`config.mk`:
```
export PLATFORM = sky130hd
export DESIGN_NAME = data_bus_arbiter_flat
export DESIGN_NICKNAME = d
export VERILOG_FILES = /design/src/rtl/data_bus_arbiter_if.sv /design/src/rtl/data_bus_arbiter.sv /design/src/flat_wrapper.sv
export SDC_FILE = /design/constraint.sdc
export NUM_CORES = 1
export LEC_CHECK = 0
export CAP_MARGIN = 10
export CORE_AREA = 3 3 99 101
export DETAILED_ROUTE_END_ITERATION = 8
export DIE_AREA = 0 0 102 104
export GPL_TIMING_DRIVEN = 0
export PLACE_DENSITY = 0.7
export RECOVER_POWER = 100
export SLEW_MARGIN = 20
export SYNTH_ARGS = -nofsm -noshare
export SYNTH_HDL_FRONTEND = slang
export SYNTH_SLANG_ARGS = --single-unit
```
`constraint.sdc`:
```
create_clock -name clk -period 1.65 [get_ports clk]
set_input_delay 0.33 -clock clk [delete_from_list [all_inputs] [get_ports clk]]
set_output_delay 0.33 -clock clk [all_outputs]
set_load 0.01 [all_outputs]
```
`src/rtl/data_bus_arbiter_if.sv`:
```
// Bundle of the two master ports and the shared slave port of data_bus_arbiter.
// The m1_lock signal exists only when DATA_BUS_ARBITER_LOCK_EN is defined.
interface data_bus_arbiter_if #(
  parameter int unsigned ADDR_BUS_WIDTH = 16
);
  logic                      m0_req;
  logic [ADDR_BUS_WIDTH-1:0] m0_addr;
  logic [31:0]               m0_wdata;
  logic                      m0_wr_w;
  logic                      m0_wr_h;
  logic                      m0_wr_b;
  logic                      m0_stall;
  logic [31:0]               m0_rdata;

  logic                      m1_req;
  logic [ADDR_BUS_WIDTH-1:0] m1_addr;
  logic [31:0]               m1_wdata;
  logic                      m1_wr_w;
  logic                      m1_wr_h;
  logic                      m1_wr_b;
  logic                      m1_gnt;
  logic [31:0]               m1_rdata;
  logic                      m1_rvalid;
`ifdef DATA_BUS_ARBITER_LOCK_EN
  logic                      m1_lock;
`endif

  logic [ADDR_BUS_WIDTH-1:0] s_addr;
  logic [31:0]               s_wdata;
  logic                      s_wr_w;
  logic                      s_wr_h;
  logic                      s_wr_b;
  logic [31:0]               s_rdata;

  // Arbiter view: it is the slave of both masters and fronts the shared slave.
  modport slave (
`ifdef DATA_BUS_ARBITER_LOCK_EN
    input  m1_lock,
`endif
    input  m0_req, m0_addr, m0_wdata, m0_wr_w, m0_wr_h, m0_wr_b,
    output m0_stall, m0_rdata,
    input  m1_req, m1_addr, m1_wdata, m1_wr_w, m1_wr_h, m1_wr_b,
    output m1_gnt, m1_rdata, m1_rvalid,
    output s_addr, s_wdata, s_wr_w, s_wr_h, s_wr_b,
    input  s_rdata
  );

  // Environment view: the masters plus the shared slave's read data.
  modport master (
`ifdef DATA_BUS_ARBITER_LOCK_EN
    output m1_lock,
`endif
    output m0_req, m0_addr, m0_wdata, m0_wr_w, m0_wr_h, m0_wr_b,
    input  m0_stall, m0_rdata,
    output m1_req, m1_addr, m1_wdata, m1_wr_w, m1_wr_h, m1_wr_b,
    input  m1_gnt, m1_rdata, m1_rvalid,
    input  s_addr, s_wdata, s_wr_w, s_wr_h, s_wr_b,
    output s_rdata
  );
endinterface

```
`src/rtl/data_bus_arbiter.sv`:
```
// Two-master arbiter for the core data bus (M0 = core, M1 = DMA/debug) with burst
// limiting and read-data tagging. Optional M1 bus lock: DATA_BUS_ARBITER_LOCK_EN.
module data_bus_arbiter #(
  parameter int unsigned ADDR_BUS_WIDTH  = 16,
  parameter string       SYNCHRONOUS_RAM = "TRUE",
  parameter int unsigned MAX_BURST       = 4
) (
  input logic               clk,
  input logic               rst,
  data_bus_arbiter_if.slave bus
);

  typedef enum logic [1:0] {
    OWN_NONE = 2'd0,
    OWN_M0   = 2'd1,
    OWN_M1   = 2'd2
  } owner_e;

  localparam bit         SYNC_RAM    = (SYNCHRONOUS_RAM == "TRUE");
  localparam logic [3:0] BURST_LIMIT = 4'(MAX_BURST);

  owner_e     last_owner;
  owner_e     rd_owner;
  logic [3:0] burst_cnt;

  logic       gnt0;
  logic       gnt1;
  owner_e     gnt_owner;
  logic       m1_locked;
  logic       is_read;

  logic [ADDR_BUS_WIDTH-1:0] s_addr;
  logic [31:0]               s_wdata;
  logic [2:0]                s_wr;   // {w, h, b}

`ifdef DATA_BUS_ARBITER_LOCK_EN
  assign m1_locked = (last_owner == OWN_M1) && bus.m1_lock;
`else
  assign m1_locked = 1'b0;
`endif

  // NOTE: every output of an always_comb gets a default first, so no path can infer a latch.
  always_comb begin
    gnt0 = 1'b0;
    gnt1 = 1'b0;
    if (bus.m0_req && !bus.m1_req) begin
      gnt0 = 1'b1;
    end else if (bus.m1_req && !bus.m0_req) begin
      gnt1 = 1'b1;
    end else if (bus.m0_req && bus.m1_req) begin
      if (m1_locked) begin
        gnt1 = 1'b1;
      end else if (last_owner == OWN_NONE) begin
        gnt0 = 1'b1;
      end else if (burst_cnt < BURST_LIMIT) begin
        gnt0 = (last_owner == OWN_M0);
        gnt1 = (last_owner == OWN_M1);
      end else begin
        gnt0 = (last_owner == OWN_M1);
        gnt1 = (last_owner == OWN_M0);
      end
    end
  end

  always_comb begin
    gnt_owner = OWN_NONE;
    s_addr    = '0;
    s_wdata   = '0;
    s_wr      = '0;
    if (gnt0) begin
      gnt_owner = OWN_M0;
      s_addr    = bus.m0_addr;
      s_wdata   = bus.m0_wdata;
      s_wr      = {bus.m0_wr_w, bus.m0_wr_h, bus.m0_wr_b};
    end else if (gnt1) begin
      gnt_owner = OWN_M1;
      s_addr    = bus.m1_addr;
      s_wdata   = bus.m1_wdata;
      s_wr      = {bus.m1_wr_w, bus.m1_wr_h, bus.m1_wr_b};
    end
  end

  assign is_read = (gnt0 || gnt1) && (s_wr == 3'b000);

  // NOTE: state registers use non-blocking assignments so every register samples pre-edge values.
  always_ff @(posedge clk or negedge rst) begin
    if (!rst) begin
      last_owner <= OWN_NONE;
      burst_cnt  <= '0;
      rd_owner   <= OWN_NONE;
    end else begin
      if (gnt_owner == OWN_NONE) begin
        last_owner <= OWN_NONE;
        burst_cnt  <= '0;
      end else if (gnt_owner == last_owner) begin
        burst_cnt  <= (burst_cnt == 4'hF) ? burst_cnt : burst_cnt + 4'd1;
      end else begin
        last_owner <= gnt_owner;
        burst_cnt  <= 4'd1;
      end
      // Tag the read so the returning data goes to its issuer even if ownership switches.
      rd_owner <= is_read ? gnt_owner : OWN_NONE;
    end
  end

  assign bus.m0_stall  = bus.m0_req & ~gnt0;
  assign bus.m1_gnt    = gnt1;
  assign bus.m1_rvalid = SYNC_RAM ? (rd_owner == OWN_M1) : (gnt1 & is_read);
  assign bus.m0_rdata  = bus.s_rdata;
  assign bus.m1_rdata  = bus.s_rdata;
  assign bus.s_addr    = s_addr;
  assign bus.s_wdata   = s_wdata;
  assign bus.s_wr_w    = s_wr[2];
  assign bus.s_wr_h    = s_wr[1];
  assign bus.s_wr_b    = s_wr[0];

endmodule

```
`src/flat_wrapper.sv`:
```
// flat-port wrapper written by rule: the top's interface ports become plain ports
module data_bus_arbiter_flat 
#(
  parameter int unsigned ADDR_BUS_WIDTH  = 16,
  parameter string       SYNCHRONOUS_RAM = "    ",
  parameter int unsigned MAX_BURST       = 4
)
  (clk, rst, bus_m0_req, bus_m0_addr, bus_m0_wdata, bus_m0_wr_w, bus_m0_wr_h, bus_m0_wr_b, bus_m0_stall, bus_m0_rdata, bus_m1_req, bus_m1_addr, bus_m1_wdata, bus_m1_wr_w, bus_m1_wr_h, bus_m1_wr_b, bus_m1_gnt, bus_m1_rdata, bus_m1_rvalid, bus_s_addr, bus_s_wdata, bus_s_wr_w, bus_s_wr_h, bus_s_wr_b, bus_s_rdata);
  data_bus_arbiter_if #(.ADDR_BUS_WIDTH(ADDR_BUS_WIDTH)) bus_i ();
  input logic clk;
  input logic rst;
  input wire logic [$bits(bus_i.m0_req)-1:0] bus_m0_req;
  input wire logic [$bits(bus_i.m0_addr)-1:0] bus_m0_addr;
  input wire logic [$bits(bus_i.m0_wdata)-1:0] bus_m0_wdata;
  input wire logic [$bits(bus_i.m0_wr_w)-1:0] bus_m0_wr_w;
  input wire logic [$bits(bus_i.m0_wr_h)-1:0] bus_m0_wr_h;
  input wire logic [$bits(bus_i.m0_wr_b)-1:0] bus_m0_wr_b;
  output wire logic [$bits(bus_i.m0_stall)-1:0] bus_m0_stall;
  output wire logic [$bits(bus_i.m0_rdata)-1:0] bus_m0_rdata;
  input wire logic [$bits(bus_i.m1_req)-1:0] bus_m1_req;
  input wire logic [$bits(bus_i.m1_addr)-1:0] bus_m1_addr;
  input wire logic [$bits(bus_i.m1_wdata)-1:0] bus_m1_wdata;
  input wire logic [$bits(bus_i.m1_wr_w)-1:0] bus_m1_wr_w;
  input wire logic [$bits(bus_i.m1_wr_h)-1:0] bus_m1_wr_h;
  input wire logic [$bits(bus_i.m1_wr_b)-1:0] bus_m1_wr_b;
  output wire logic [$bits(bus_i.m1_gnt)-1:0] bus_m1_gnt;
  output wire logic [$bits(bus_i.m1_rdata)-1:0] bus_m1_rdata;
  output wire logic [$bits(bus_i.m1_rvalid)-1:0] bus_m1_rvalid;
  output wire logic [$bits(bus_i.s_addr)-1:0] bus_s_addr;
  output wire logic [$bits(bus_i.s_wdata)-1:0] bus_s_wdata;
  output wire logic [$bits(bus_i.s_wr_w)-1:0] bus_s_wr_w;
  output wire logic [$bits(bus_i.s_wr_h)-1:0] bus_s_wr_h;
  output wire logic [$bits(bus_i.s_wr_b)-1:0] bus_s_wr_b;
  input wire logic [$bits(bus_i.s_rdata)-1:0] bus_s_rdata;
  assign bus_i.m0_req = bus_m0_req;
  assign bus_i.m0_addr = bus_m0_addr;
  assign bus_i.m0_wdata = bus_m0_wdata;
  assign bus_i.m0_wr_w = bus_m0_wr_w;
  assign bus_i.m0_wr_h = bus_m0_wr_h;
  assign bus_i.m0_wr_b = bus_m0_wr_b;
  assign bus_m0_stall = bus_i.m0_stall;
  assign bus_m0_rdata = bus_i.m0_rdata;
  assign bus_i.m1_req = bus_m1_req;
  assign bus_i.m1_addr = bus_m1_addr;
  assign bus_i.m1_wdata = bus_m1_wdata;
  assign bus_i.m1_wr_w = bus_m1_wr_w;
  assign bus_i.m1_wr_h = bus_m1_wr_h;
  assign bus_i.m1_wr_b = bus_m1_wr_b;
  assign bus_m1_gnt = bus_i.m1_gnt;
  assign bus_m1_rdata = bus_i.m1_rdata;
  assign bus_m1_rvalid = bus_i.m1_rvalid;
  assign bus_s_addr = bus_i.s_addr;
  assign bus_s_wdata = bus_i.s_wdata;
  assign bus_s_wr_w = bus_i.s_wr_w;
  assign bus_s_wr_h = bus_i.s_wr_h;
  assign bus_s_wr_b = bus_i.s_wr_b;
  assign bus_i.s_rdata = bus_s_rdata;
  data_bus_arbiter #(.ADDR_BUS_WIDTH(ADDR_BUS_WIDTH), .SYNCHRONOUS_RAM(SYNCHRONOUS_RAM), .MAX_BURST(MAX_BURST)) u_core (.clk(clk), .rst(rst), .bus(bus_i));
endmodule
```
==> results of run 1 <==
-- per-stage QoR --
step | setup TNS, ps | hold slack (ps)
3_5_place_dp | -57500 | 577
5_1_grt | -34330 | 455
6_report | -30410 | 426
2_1_floorplan | -7400 | 34.4
4_1_cts | -32860 | 357
3_3_place_gp | -57640 | 560
-- cells by family after synthesis --
group                      Yosys count
buffers and inverters               76
AOI/OAI and AO/OA                   61
and+or+nand+nor                     22
DFF                                  6
muxes                                3
xor gates and xnor gates             1
adders and majority gates            1
-- worst paths after layout --
check	from	endpoint	slack, ps
max in group asynchronous	rst	u_core.last_owner[1]$_DFFE_PN0P_	970
max reg2reg	u_core.burst_cnt[3]$_DFFE_PN0P_	u_core.last_owner[0]$_DFFE_PN0P_	220
min	rst	u_core.burst_cnt[2]$_DFFE_PN0P_	430
min in group clk	bus_m1_req	u_core.last_owner[1]$_DFFE_PN0P_	530
min reg2reg	u_core.burst_cnt[1]$_DFFE_PN0P_	u_core.burst_cnt[1]$_DFFE_PN0P_	580
max	u_core.burst_cnt[3]$_DFFE_PN0P_	bus_s_addr[7]	-610
-- flip-flops by register name, summed over array words and instances, names as in the netlist --
register / cells
u_core.last_owner: 2
u_core.burst_cnt: 4
-- cell usage in the layout, fill, tap and decap left out, types with 3 or more instances in the layout --
cell type and count:
clkbuf_8 3, nor3_1 3, clkdlybuf4s50_1 102, nand2_1 3, buf_6 20, dfrtp_1 4
nor2_1 4, buf_16 3, buf_2 40, buf_4 66, o21ai_0 3, dlygate4sd3_1 65
buf_8 9, clkbuf_1 3, a22o_1 51
-- metal layers --
| metal | wire (um) | share of wire [%] |
|---|---|---|
| met1 | 2890 | 35 |
| met3 | 951 | 11 |
| met5 | 0 | 0 |
| met4 | 110 | 1.3 |
| met2 | 4370 | 53 |
-- critical path, stage by stage, from the launching register on --
cell and delay [ps]:
dfrtp_2 420, nor2_4 140, buf_6 110, mux2i_4 260, a21boi_4 100, buf_12 170
buf_8 140, a22o_1 230, buf_2 140
-- cell type report --
class                      instances  share of cell area [%]
timing repair buffer             236                    57.0
multi-input combinational         88                    18.6
buffer                            75                    15.9
sequential                         6                    3.87
tap                              111                    3.52
clock buffer                       4                    1.14
-- power breakdown --
part / switching [W] / internal (W)
clock: 0.0000657 / 0.000166
combinational: 0.000402 / 0.000731
sequential: 0.0000122 / 0.000158
total: 0.000480 / 0.00106
-- repair_timing --
action                                 4_1_cts  5_1_grt
pin swaps                                   24       20
resized for setup                          268        4
endpoints found under the hold margin        0        0
setup endpoints to repair                   54       54
gates cloned                                 4        1
setup buffers                                8        2
==> impl_metrics.csv, run 1 <==
group,metric,value,unit
layout,fin_cells,520,
timing,max_freq,442,MHz
worst_setup_path,cp-start-kind,"flop",
logic_synthesis,synth-simple-area-share,8.38,%
logic_synthesis,ys_seq_area_share,10.6,%
clocking,cts.htree.levels,1,
drt,wl,8.32,mm
worst_setup_path,worstSetupPathType,"flop to output port",
grt,overflow,0,
place,dp_hpwl,7.09,mm
drt,vias_per_cell,4.19,
floorplan,die_h,104,um
timing,max_slew.worst_pin.slew,390,ps
clocking,holdBufCountCts,0,
logic_synthesis,synth_top_family_by_area,"buffers and inverters",
floorplan,fp.dieArea,10600,um^2
logic_synthesis,yosys-top-cells-count,"64 x buf_4, 51 x a22o_1, 6 x buf_2, 6 x dfrtp_1, 5 x buf_6",
timing,fin_crit_sh,137,%
place,gp_congestion,0.770,
grt,grt_start_max_net_pins,11,
drt,num_vias,2181,
timing,fin_skew,3.24,ps
worst_setup_path,crit_fanout,10,
logic_synthesis,synth_xor_area_share,0.618,%
timing,period_needed,2260,ps
clocking,clk_latency,220,ps
worst_setup_path,worstRegToRegCells,5,
grt,busiest_layer,"met2",
logic_synthesis,synth_mux_area_share,2.47,%
clocking,cts_inserted_buffers,3,
logic_synthesis,syn_avg_cell_area,8.34,um^2
clocking,clockBufferDepth,2,
worst_setup_path,setup.worst_path.end_class,"output port",
run_status,violations,"negative setup slack",
grt,grt_pass1_wl,11.8,mm
layout,syn2layout_area_growth,179,%
place,dp_worst_setup_slack,-1200,ps
logic_synthesis,yosysWarnings,0,
timing,setup_ws,-615,ps
grt,grt_use_met2,27.6,%
timing,slew_headroom,74.0,%
logic_synthesis,synth_compound_area_share,36.8,%
drt,drc,0,
layout,diodes,0,
clocking,cts_root_buf,"clkbuf_8",
logic_synthesis,syn_nets,309,
logic_synthesis,postSynthCellCount,170,
clocking,cts.sinks,6,
logic_synthesis,ys_ff_latch,6,
layout,final_core_util,43.4,%
logic_synthesis,synth_area,1420,um^2
clocking,path_clk_slew,40,ps
power,p_leak,1.84,nW
floorplan,coreArea,9110,um^2
floorplan,start_util,15.6,%
logic_synthesis,synth_edf_count,0,
timing,setup_viol_count_final,54,
logic_synthesis,synth_fa_ha_area_share,0.883,%
clocking,cts_tree,"built",
logic_synthesis,netlist_top_cells_area,"buf_4 34%, a22o_1 32%, dfrtp_1 11%, buf_6 4.0%, buf_2 2.1%",
logic_synthesis,yosysMostFrequentCell,"buf_4",
power,p_total,0.00154,W
logic_synthesis,synth.top_cell.area_share,33.9,%
grt,gr-usage-met3,3.89,%
place,placed_cells,503,
grt,grt_use_total,14.1,%
run_status,status,"finished with violations",
timing,rsz0062_at_grt,"true",
place,place_area,3800,um^2
logic_synthesis,ys.flop_type,"dfrtp_1",
worst_setup_path,cp_data_arrival_time,1930,ps
worst_setup_path,required,1320,ps
floorplan,io_pins,256,
drt,drt-initial-drc-count,27,
hold_path,hold_path_class,"input pin to async pin",
grt,grt_pass1_vias,2318,
drt,wl_per_cell,16.0,um
drt,drt_pre_antenna_iters,4,
layout,n_fill_cell,907,
timing,hold_viol,0,
timing,maxSlewViolCount,0,
layout,drive_gt1_share,37.4,%
logic_synthesis,synthArstFlopShare,100,%
floorplan,rows,35,
grt,grt_util_met1,14.4,%
layout,multi_input_area,736,um^2
power,powerDensity,389,nW/um^2
layout,fin_area,3950,um^2
drt,antenna_left,0,
grt,antenna_found_initial,0,
place,io_buffers,222,
run,maxCapViolCount,0,
logic_synthesis,ys_types,26,
logic_synthesis,yosysTopAreaCell,"buf_4",
layout,register_area,153,um^2
power,max-vdd-ir-drop,0.194,mV
floorplan,die_w,102,um
layout,nNetsFinal,549,
No activity file was read; power rests on OpenSTA's default activity.
==> run 2, diff against run 1 <==
SKIP_CTS_REPAIR_TIMING = 1   (was default)
==> impl_metrics.csv, run 2 (synthesis results as in run 1) <==
group,metric,value,unit
timing,slew_headroom,75.5,%
layout,mostFrequentLayoutCell,"clkdlybuf4s50_1",
place,dp_hpwl,7.09,mm
layout,top_register,"u_core.burst_cnt",
timing,max_freq,402,MHz
power,powerDensity,395,nW/um^2
drt,wl_per_cell,16.0,um
worst_setup_path,cp_data_arrival_time,2160,ps
drt,antenna_left,0,
layout,reg_top3,"u_core.burst_cnt x4, u_core.last_owner x2",
worst_setup_path,cp-start-kind,"flop",
clocking,cts.sinks,6,
timing,maxSlewViolCount,0,
layout,syn2layout_area_growth,182,%
run_status,status,"finished with violations",
place,dp_worst_setup_slack,-1200,ps
worst_setup_path,worstRegToRegCells,7,
floorplan,io_pins,256,
clocking,clk_latency,220,ps
worst_setup_path,worstSetupPathType,"flop to output port",
run_status,violations,"negative setup slack",
layout,largest_register_ff_count,4,
layout,diodes,0,
worst_setup_path,required,1320,ps
clocking,clockBufferDepth,2,
floorplan,die_h,104,um
power,max-vdd-ir-drop,0.197,mV
layout,mostFrequentLayoutCells,"170 x clkdlybuf4s50_1, 70 x buf_4, 51 x a22o_1",
layout,drive_gt1_share,38.8,%
timing,setup_tns,-40450,ps
drt,drc,0,
layout,nNetsFinal,560,
floorplan,coreArea,9110,um^2
drt,vias_per_cell,4.18,
grt,antenna_found_initial,0,
drt,num_vias,2222,
timing,setup_ws,-836,ps
timing,fin_crit_sh,151,%
drt,wl,8.49,mm
floorplan,rows,35,
place,gp_congestion,0.770,
grt,overflow,0,
timing,period_needed,2490,ps
worst_setup_path,r2r_slack,-100,ps
clocking,cts_root_buf,"clkbuf_8",
clocking,cts.htree.levels,1,
grt,grt_start_max_net_pins,11,
worst_setup_path,setup.worst_path.end_class,"output port",
grt,grt_use_total,13.7,%
place,io_buffers,222,
timing,fin_worst_hold_slack,426,ps
layout,fin_area,4000,um^2
run,maxCapViolCount,0,
floorplan,start_util,15.6,%
timing,max_slew.worst_pin.slew,368,ps
floorplan,fp.dieArea,10600,um^2
power,p_leak,1.86,nW
timing,setup_viol_count_final,55,
timing,rsz0062_at_grt,"true",
clocking,path_clk_slew,40,ps
clocking,cts_inserted_buffers,3,
drt,drt_pre_antenna_iters,4,
grt,grt_pass1_wl,11.5,mm
worst_setup_path,crit_fanout,5,
timing,fin_skew,3.43,ps
drt,drt-initial-drc-count,37,
layout,final_core_util,43.9,%
floorplan,die_w,102,um
grt,grt_pass1_vias,2247,
clocking,cts_tree,"built",
hold_path,hold_path_class,"input pin to async pin",
timing,hold_viol,0,
place,place_area,3800,um^2
layout,n_fill_cell,921,
==> run 2: cell types whose count changed in the layout (fill, tap and decap cells not counted), moves of 2 or more <==
cell	change
buf_16	-3
buf_8	-6
buf_2	+2
clkdlybuf4s50_1	+68
buf_6	+11
dlygate4sd3_1	-64
buf_4	+4
==> run 2: area by class of cell <==
type / instances / area [um^2] / area share (%)
Sequential cell: 6 / 153 / 3.82
Clock buffer: 4 / 45.0 / 1.13
Buffer: 75 / 573 / 14.3
Timing Repair Buffer: 247 / 2350 / 58.7
Multi-Input combinational cell: 88 / 743 / 18.6
Tap cell: 111 / 139 / 3.47
==> run 2: report_power, final <==
group	switching, W	internal, W	total, W
clock network	0.0000658	0.000166	0.000232
registers	0.0000130	0.000158	0.000171
logic	0.000407	0.000769	0.00118
==> run 2: through the flow <==
stage          cells  total power [W]
3_3_place_gp     503          0.00131
3_5_place_dp     503          0.00132
4_1_cts          507          0.00156
6_report         531          0.00158
2_1_floorplan    170         0.000612
5_1_grt          531          0.00167
==> run 2: final timing paths <==
check / start / end
min reg2reg: u_core.burst_cnt[1]$_DFFE_PN0P_ / u_core.burst_cnt[1]$_DFFE_PN0P_
min: rst / u_core.burst_cnt[2]$_DFFE_PN0P_
max reg2reg: u_core.burst_cnt[2]$_DFFE_PN0P_ / u_core.last_owner[0]$_DFFE_PN0P_
max in group asynchronous: rst / u_core.last_owner[1]$_DFFE_PN0P_
min in group clk: bus_m1_req / u_core.last_owner[1]$_DFFE_PN0P_
max: u_core.burst_cnt[2]$_DFFE_PN0P_ / bus_s_addr[9]
==> run 2: per-layer routing <==
metal / vias to the layer above / global-route usage (%) / share of wire, %
li1: 1066 / - / -
met1: 1016 / 14.0 / 35
met2: 132 / 26.7 / 53
met3: 8 / 4.09 / 11
met4: 0 / 2.91 / 1.1
met5: - / 0 / 0
==> run 2: worst max-delay path, cell delays in order (launching register included) <==
cell and delay (ps):
dfrtp_1 360, buf_6 120, nor2_4 160, mux2_4 340, a21boi_4 300, buf_6 150
buf_6 110, clkbuf_16 130, a22o_1 130, buf_2 130
